`config.mk`:
```
export PLATFORM = sky130hd
export DESIGN_NAME = ddr_line_read_master
export DESIGN_NICKNAME = d
export VERILOG_FILES = /design/src/rtl/ddr_line_read_master.sv
export SDC_FILE = /design/constraint.sdc
export NUM_CORES = 1
export LEC_CHECK = 0
export ABC_CLOCK_PERIOD_IN_PS = 6400
export BUFFER_PORTS_ARGS = -buffer_cell sky130_fd_sc_hd__buf_2
export CAP_MARGIN = 15
export CORE_MARGIN = 3
export CORE_UTILIZATION = 50
export DETAILED_ROUTE_END_ITERATION = 8
export GPL_TIMING_DRIVEN = 0
export HOLD_SLACK_MARGIN = 0.06
export PLACE_DENSITY = 0.82
export SLEW_MARGIN = 25
export SYNTH_ARGS = -nofsm -noshare
export SYNTH_HDL_FRONTEND = slang
export SYNTH_SLANG_ARGS = --single-unit
```
`constraint.sdc`:
```
create_clock -name M_AXI_ACLK -period 6.4 [get_ports M_AXI_ACLK]
set_clock_uncertainty 0.05 [all_clocks]
set_input_delay 0.64 -clock M_AXI_ACLK [delete_from_list [all_inputs] [get_ports M_AXI_ACLK]]
set_output_delay 0.64 -clock M_AXI_ACLK [all_outputs]
set_load 0.02 [all_outputs]
```
`src/rtl/ddr_line_read_master.sv`:
```
// ============================================================================
// ddr_line_read_master : AXI4 read master fetching one display line per request
// from the DDR frame buffer into the video read FIFO. Optional: AXI_RD_ERR_CNT_EN
// Revision: 1.0
// ============================================================================
`default_nettype none

module ddr_line_read_master #(
    parameter int                        AXI4_DATA_WIDTH = 128,
    parameter int                        AXI_ADDR_WIDTH  = 32,
    parameter logic [AXI_ADDR_WIDTH-1:0] FRAME_BASE_ADDR = '0,
    parameter int                        H_DISP          = 1280,
    parameter int                        V_DISP          = 720,
    parameter int                        BURST_LEN       = 16
) (
    input  logic                         M_AXI_ACLK,
    input  logic                         M_AXI_ARESETN,
    input  logic                         frame_start,
    input  logic                         burst_req_valid,
    output logic                         burst_req_ready,
    input  logic                         fifo_rst_n,
    input  logic                         fifo_full,
    output logic                         fifo_wr_en,
    output logic [AXI4_DATA_WIDTH-1:0]   fifo_wr_data,
    output logic [AXI_ADDR_WIDTH-1:0]    M_AXI_ARADDR,
    output logic [7:0]                   M_AXI_ARLEN,
    output logic [2:0]                   M_AXI_ARSIZE,
    output logic [1:0]                   M_AXI_ARBURST,
    output logic                         M_AXI_ARVALID,
    input  logic                         M_AXI_ARREADY,
    input  logic [AXI4_DATA_WIDTH-1:0]   M_AXI_RDATA,
    input  logic [1:0]                   M_AXI_RRESP,
    input  logic                         M_AXI_RLAST,
    input  logic                         M_AXI_RVALID,
    output logic                         M_AXI_RREADY
`ifdef AXI_RD_ERR_CNT_EN
    ,
    output logic [15:0]                  rd_err_cnt,
    output logic                         rd_len_err
`endif
);

    localparam int BEAT_BYTES      = AXI4_DATA_WIDTH / 8;
    localparam int LINE_BEATS      = H_DISP * 32 / AXI4_DATA_WIDTH;
    localparam int BURSTS_PER_LINE = LINE_BEATS / BURST_LEN;
    localparam int BURST_BYTES     = BURST_LEN * BEAT_BYTES;
    localparam int LINE_BYTES      = LINE_BEATS * BEAT_BYTES;
    localparam int LINE_IDX_W      = $clog2(V_DISP + 1);
    localparam int BURST_CNT_W     = $clog2(BURSTS_PER_LINE + 1);
    localparam int BEAT_CNT_W      = $clog2(BURST_LEN + 1);
    localparam int AW              = AXI_ADDR_WIDTH;

    typedef enum logic [1:0] {
        S_IDLE = 2'd0,
        S_ADDR = 2'd1,
        S_DATA = 2'd2
    } state_t;

    state_t                       state_q;
    logic [LINE_IDX_W-1:0]        line_idx_q;
    logic [BURST_CNT_W-1:0]       burst_cnt_q;
    logic [BEAT_CNT_W-1:0]        beat_cnt_q;
    logic                         frame_pend_q;
    logic [AW-1:0]                line_addr_q;
    logic [AW-1:0]                araddr_q;
    logic                         arvalid_q;
    logic                         fifo_wr_en_q;
    logic [AXI4_DATA_WIDTH-1:0]   fifo_wr_data_q;

    logic [LINE_IDX_W-1:0]        line_idx_sel_d;
    logic [AW-1:0]                line_addr_d;
    logic [AW-1:0]                araddr_next_d;
    logic                         rready_d;
    logic                         beat_d;
    logic                         line_wrap_d;

    // A frame_start coinciding with an accept must already fetch line 0
    assign line_idx_sel_d = frame_start ? '0 : line_idx_q;
    assign line_addr_d    = FRAME_BASE_ADDR + AW'(line_idx_sel_d) * AW'(LINE_BYTES);
    assign araddr_next_d  = line_addr_q + (AW'(burst_cnt_q) + AW'(1)) * AW'(BURST_BYTES);

    assign rready_d    = (state_q == S_DATA) && (!fifo_full || !fifo_rst_n);
    assign beat_d      = rready_d && M_AXI_RVALID;
    assign line_wrap_d = frame_pend_q || frame_start ||
                         (line_idx_q == LINE_IDX_W'(V_DISP - 1));

    assign burst_req_ready = (state_q == S_IDLE);
    assign M_AXI_RREADY    = rready_d;
    assign M_AXI_ARVALID   = arvalid_q;
    assign M_AXI_ARADDR    = araddr_q;
    assign M_AXI_ARLEN     = 8'(BURST_LEN - 1);
    assign M_AXI_ARSIZE    = 3'($clog2(BEAT_BYTES));
    assign M_AXI_ARBURST   = 2'b01;
    assign fifo_wr_en      = fifo_wr_en_q;
    assign fifo_wr_data    = fifo_wr_data_q;

    always_ff @(posedge M_AXI_ACLK or negedge M_AXI_ARESETN) begin
        if (!M_AXI_ARESETN) begin
            state_q        <= S_IDLE;
            line_idx_q     <= '0;
            burst_cnt_q    <= '0;
            beat_cnt_q     <= '0;
            frame_pend_q   <= 1'b0;
            line_addr_q    <= '0;
            araddr_q       <= '0;
            arvalid_q      <= 1'b0;
            fifo_wr_en_q   <= 1'b0;
            fifo_wr_data_q <= '0;
        end else begin
            fifo_wr_en_q <= 1'b0;
            case (state_q)
                S_IDLE: begin
                    if (frame_start) begin
                        line_idx_q <= '0;
                    end
                    if (burst_req_valid) begin
                        line_addr_q <= line_addr_d;
                        araddr_q    <= line_addr_d;
                        arvalid_q   <= 1'b1;
                        burst_cnt_q <= '0;
                        state_q     <= S_ADDR;
                    end
                end
                S_ADDR: begin
                    if (frame_start) begin
                        frame_pend_q <= 1'b1;
                    end
                    if (M_AXI_ARREADY) begin
                        arvalid_q  <= 1'b0;
                        beat_cnt_q <= '0;
                        state_q    <= S_DATA;
                    end
                end
                S_DATA: begin
                    if (frame_start) begin
                        frame_pend_q <= 1'b1;
                    end
                    if (beat_d) begin
                        // Beats taken while the FIFO is in reset are drained, not written
                        fifo_wr_data_q <= M_AXI_RDATA;
                        fifo_wr_en_q   <= fifo_rst_n;
                        beat_cnt_q     <= beat_cnt_q + 1'b1;
                        if (M_AXI_RLAST) begin
                            if (burst_cnt_q != BURST_CNT_W'(BURSTS_PER_LINE - 1)) begin
                                burst_cnt_q <= burst_cnt_q + 1'b1;
                                araddr_q    <= araddr_next_d;
                                arvalid_q   <= 1'b1;
                                state_q     <= S_ADDR;
                            end else begin
                                frame_pend_q <= 1'b0;
                                line_idx_q   <= line_wrap_d ? '0 : line_idx_q + 1'b1;
                                state_q      <= S_IDLE;
                            end
                        end
                    end
                end
                default: state_q <= S_IDLE;
            endcase
        end
    end

`ifdef AXI_RD_ERR_CNT_EN
    logic [15:0] rd_err_cnt_q;
    logic        rd_len_err_q;

    always_ff @(posedge M_AXI_ACLK or negedge M_AXI_ARESETN) begin
        if (!M_AXI_ARESETN) begin
            rd_err_cnt_q <= '0;
            rd_len_err_q <= 1'b0;
        end else begin
            if (beat_d && M_AXI_RRESP[1] && (rd_err_cnt_q != 16'hFFFF)) begin
                rd_err_cnt_q <= rd_err_cnt_q + 16'd1;
            end
            if (beat_d && M_AXI_RLAST && (beat_cnt_q != BEAT_CNT_W'(BURST_LEN - 1))) begin
                rd_len_err_q <= 1'b1;
            end
        end
    end

    assign rd_err_cnt = rd_err_cnt_q;
    assign rd_len_err = rd_len_err_q;
`else
    logic w_unused;
    assign w_unused = ^{M_AXI_RRESP, beat_cnt_q};
`endif

endmodule

`default_nettype wire

```
==> summary.md <==
| Metric | Value |
|---|---|
| Status | `finished clean` |
| Clock Sinks | `about 180` |
| Tot GR Track Use | `a little under a quarter` |
| Vias | `roughly 6.1k` |
| Final net count | `between 1k and 1.5k` |
| IO Port Bufs | `approximately 280` |
| Hold buffer count at cts | `0` |
| Setup Crit Path Kind | `flop to flop` |
| Synth Register Bits | `~180` |
| Total power | `4.770 mW` |
| Vias/cell | `between 5 and 6` |
| Site Rows | `45` |
| Residual DRC count | `0` |
| RSZ-0062 raised after global routing | `false` |
| Max Clk Rate | `approximately 350 MHz` |
| Post-synthesis sequential area ratio | `54.43%` |
| Tmin final | `around 2800 ps` |
| Commonest non-fill, non-tap cell in the layout | `buf_2` |
| Initial Utilization | `slightly above 50%` |
| DR pass1 iterations | `4` |
| Setup bufs post-CTS | `0` |
| CTS Root Cell | `clkbuf_16` |
| Main combinational cell family by area after synthesis | `multiplexers` |
| Max Cap Viol | `0` |
| Routed Antenna Nets | `0` |
| Xor and xnor area share after synthesis | `under 10%` |
| Core footprint | `~0.015 mm²` |
| Synth Area per Inst | `12.40 µm²` |
| Clock group share of total power | `~22%` |
| Final Cell Area | `0.01047 mm²` |
| Clk buf depth | `2` |
| Vias in the first global route | `approximately 6k` |
| Final core utilization | `67.64%` |
| Share of async-settable or async-resettable flops after synthesis | `between 90% and 100%` |
| CP max FO | `6` |
| Comb power frac | `just over 40%` |
| Critical Path Source Type | `flop` |
| Setup-failing EPs final | `0` |
| ANT cells | `0` |
| CTS Buf Count | `17` |
| Nature of the critical path endpoint | `flop` |
| First-pass GRT wire length | `~33,000 µm` |
| DRT iter0 DRCs | `360` |
| Fin crit share | `between 40% and 50%` |
| Reg power frac | `36.5%` |
| Final Slew Violations | `0` |
| Ys flop type | `dfrtp_1` |
| H-tree Lvls | `4` |
| Die Width | `around 130 µm` |
| Dpl cell area | `0.009869 mm²` |
| Hpwl dp | `~17,000 µm` |
| Min-Delay Path Class | `primary input to asynchronous set/reset pin` |
| Io pins | `about 320` |
| Pwr Density | `approximately 460 mW/mm²` |
| Mux share of post-synthesis cell area | `18.86%` |
| Layout cells sized above 1 | `approximately half` |
| Worst r2r path cells | `11` |
| Leak | `about 5.4 nW` |
| Initial antenna violation count | `0` |
| Post-synthesis compound-gate area fraction | `between 7 and 8%` |
| YS warnings | `0` |
| VDD IR-drop max | `around 210 µV` |
| Routed WL | `roughly 22,000 µm` |
| Clock slew seen by the registers of the worst setup and hold paths | `around 70 ps` |
| Die Y-Extent | `132.9 µm` |
| Synth Area in Adders | `around 4.5%` |
| Clock Latency Late Sink | `roughly 420 ps` |
| Non-filler cells, final | `approximately 1.2k` |
| CP Data Arrival Time | `roughly 3100 ps` |
| Placed cells | `1,172` |
| CTS tree | `done` |
| Sw power | `1.879 mW` |
| Sequential cell area | `about 0.0044 mm²` |
| Number of fill cells in the layout | `1,175` |
| Final hold violations | `0` |
| WL/cell | `about 18 µm` |
| Final setup TNS | `0 ps` |
| Count of cell types in the netlist | `53` |
| Largest net degree at the start of global routing | `between 90 and 100` |
| Mapped Area | `between 0.008 and 0.009 mm²` |
| Mapped Cells | `approximately 650` |
| Post-synth EDFFs | `0` |
| Switching share of total power | `just under 40%` |
| Simple-Gate Fraction of Synth Area | `7.092%` |
| Die Area | `approximately 0.018 mm²` |
| Grt ovf | `0` |
| Worst-margin pin slew | `625.7 ps` |
| Multi-input logic area | `0.003352 mm²` |
| Most frequent cells in the layout | `buf_2, dfrtp_1, mux2_2, nand2_1, buf_4` |
| Area Growth Syn to Fin | `30.19%` |
| Slew margin rel. | `58.29%` |
| Gpl congestion | `0.8819` |
| Int Pwr | `just under 3 mW` |
| Cts repair resizes | `0` |
| CP required | `6650 ps` |
==> kinds of logic (layout without fill, tap and decap cells) <==
family / count (synthesis) / after routing
AO/OA/AOI/OAI: 99 / 99
XOR/XNOR: 19 / 19
adder cells (fa/ha/maj): 28 / 28
buffers and inverters: 74 / 391
flip-flops: 175 / 175
multiplexers: 135 / 135
other: 2 / 29
AND/OR/NAND/NOR: 117 / 117
==> final timing paths <==
| kind | startpoint | to | slack (ps) |
|---|---|---|---|
| min reg2reg | M_AXI_ARVALID$_DFFE_PN0P_ | M_AXI_ARVALID$_DFFE_PN0P_ | 430 |
| min | M_AXI_ARESETN | fifo_wr_data[121]$_DFFE_PN0P_ | 140 |
| max in group asynchronous | M_AXI_ARESETN | fifo_wr_data[23]$_DFFE_PN0P_ | 5270 |
| max reg2reg | burst_cnt_q[0]$_DFFE_PN0P_ | M_AXI_ARADDR[20]$_DFFE_PN0P_ | 3570 |
| max | burst_cnt_q[0]$_DFFE_PN0P_ | M_AXI_ARADDR[20]$_DFFE_PN0P_ | 3570 |
| min in group M_AXI_ACLK | M_AXI_RDATA[22] | fifo_wr_data[22]$_DFFE_PN0P_ | 390 |
==> per-layer routing <==
metal / vias up / track usage [%] / share of wire [%]
met5: - / 0 / 0
met4: 0 / 10.33 / 3.6
met3: 43 / 7.414 / 6.9
met2: 250 / 42.47 / 53
met1: 2957 / 26.62 / 37
li1: 2864 / - / -
==> power groups by stage <==
| stage | Sequential, mW | Combinational, mW | Clock, mW |
|---|---|---|---|
| 2_1_floorplan | 2.28 | 0.677 | 0 |
| 5_1_grt | 1.79 | 2.08 | 1.14 |
| 6_report | 1.74 | 1.97 | 1.06 |
| 3_5_place_dp | 1.75 | 1.98 | 0 |
| 3_3_place_gp | 1.72 | 1.94 | 0 |
| 4_1_cts | 1.74 | 2.00 | 1.08 |
==> Yosys cell counts, drive strengths merged (2+ instances only) <==
cell,instances,area (µm²)
a211oi,2,15.01
a21o,7,52.55
a21oi,16,80.08
a22o,2,17.52
a2bb2oi,2,17.52
a31o,2,17.52
a31oi,2,12.51
and2,2,12.51
and3,7,43.79
buf,50,325.3
clkbuf,5,18.77
conb,2,7.510
dfrtp,175,4379
fa,2,40.04
ha,26,325.3
inv,19,71.32
mux2,133,1498
mux2i,2,20.02
nand2,40,150.1
nand2b,12,75.07
nand3,11,60.06
nand4,4,25.02
nor2,23,88.84
nor2b,11,68.82
nor3,3,15.01
o21a,2,15.01
o21ai,48,247.7
o31ai,4,30.03
xnor2,9,78.83
xor2,10,87.58
==> cell type report <==
cell class              count  area share (%)
flip-flops and latches    175           41.81
multi-input cells         427           32.00
repair buffers            285           13.93
clock buffers              18           4.097
plain buffers              55           3.285
well taps                 211           2.521
clock inverters            14           1.672
inverters                  19          0.6809
==> sequential cells by signal (all words and copies together) (netlist names) <==
name	flops
burst_cnt_q	5
line_addr_q	13
line_idx_q	10
M_AXI_ARADDR	14
fifo_wr_data	128
state_q	2
M_AXI_ARVALID	1
fifo_wr_en	1
frame_pend_q	1
==> stage by stage <==
step	worst slack [ps]	hold slack [ps]
finish	3569	141.8
global route	3358	182.1
CTS	3618	166.4
detailed placement	3176	421.4
global placement	1891	411.9
floorplan	3612	294.4
==> critical path: stages, from the launching register on <==
cell	delay, ps
dfrtp_1	410
ha_1	330
xor2_1	180
ha_1	190
inv_1	60
fa_1	410
nand2b_1	230
a21oi_1	210
nand3_1	120
xnor2_1	150
o21ai_0	260
o21ai_1	110
Power figures use the tool's default switching activity.
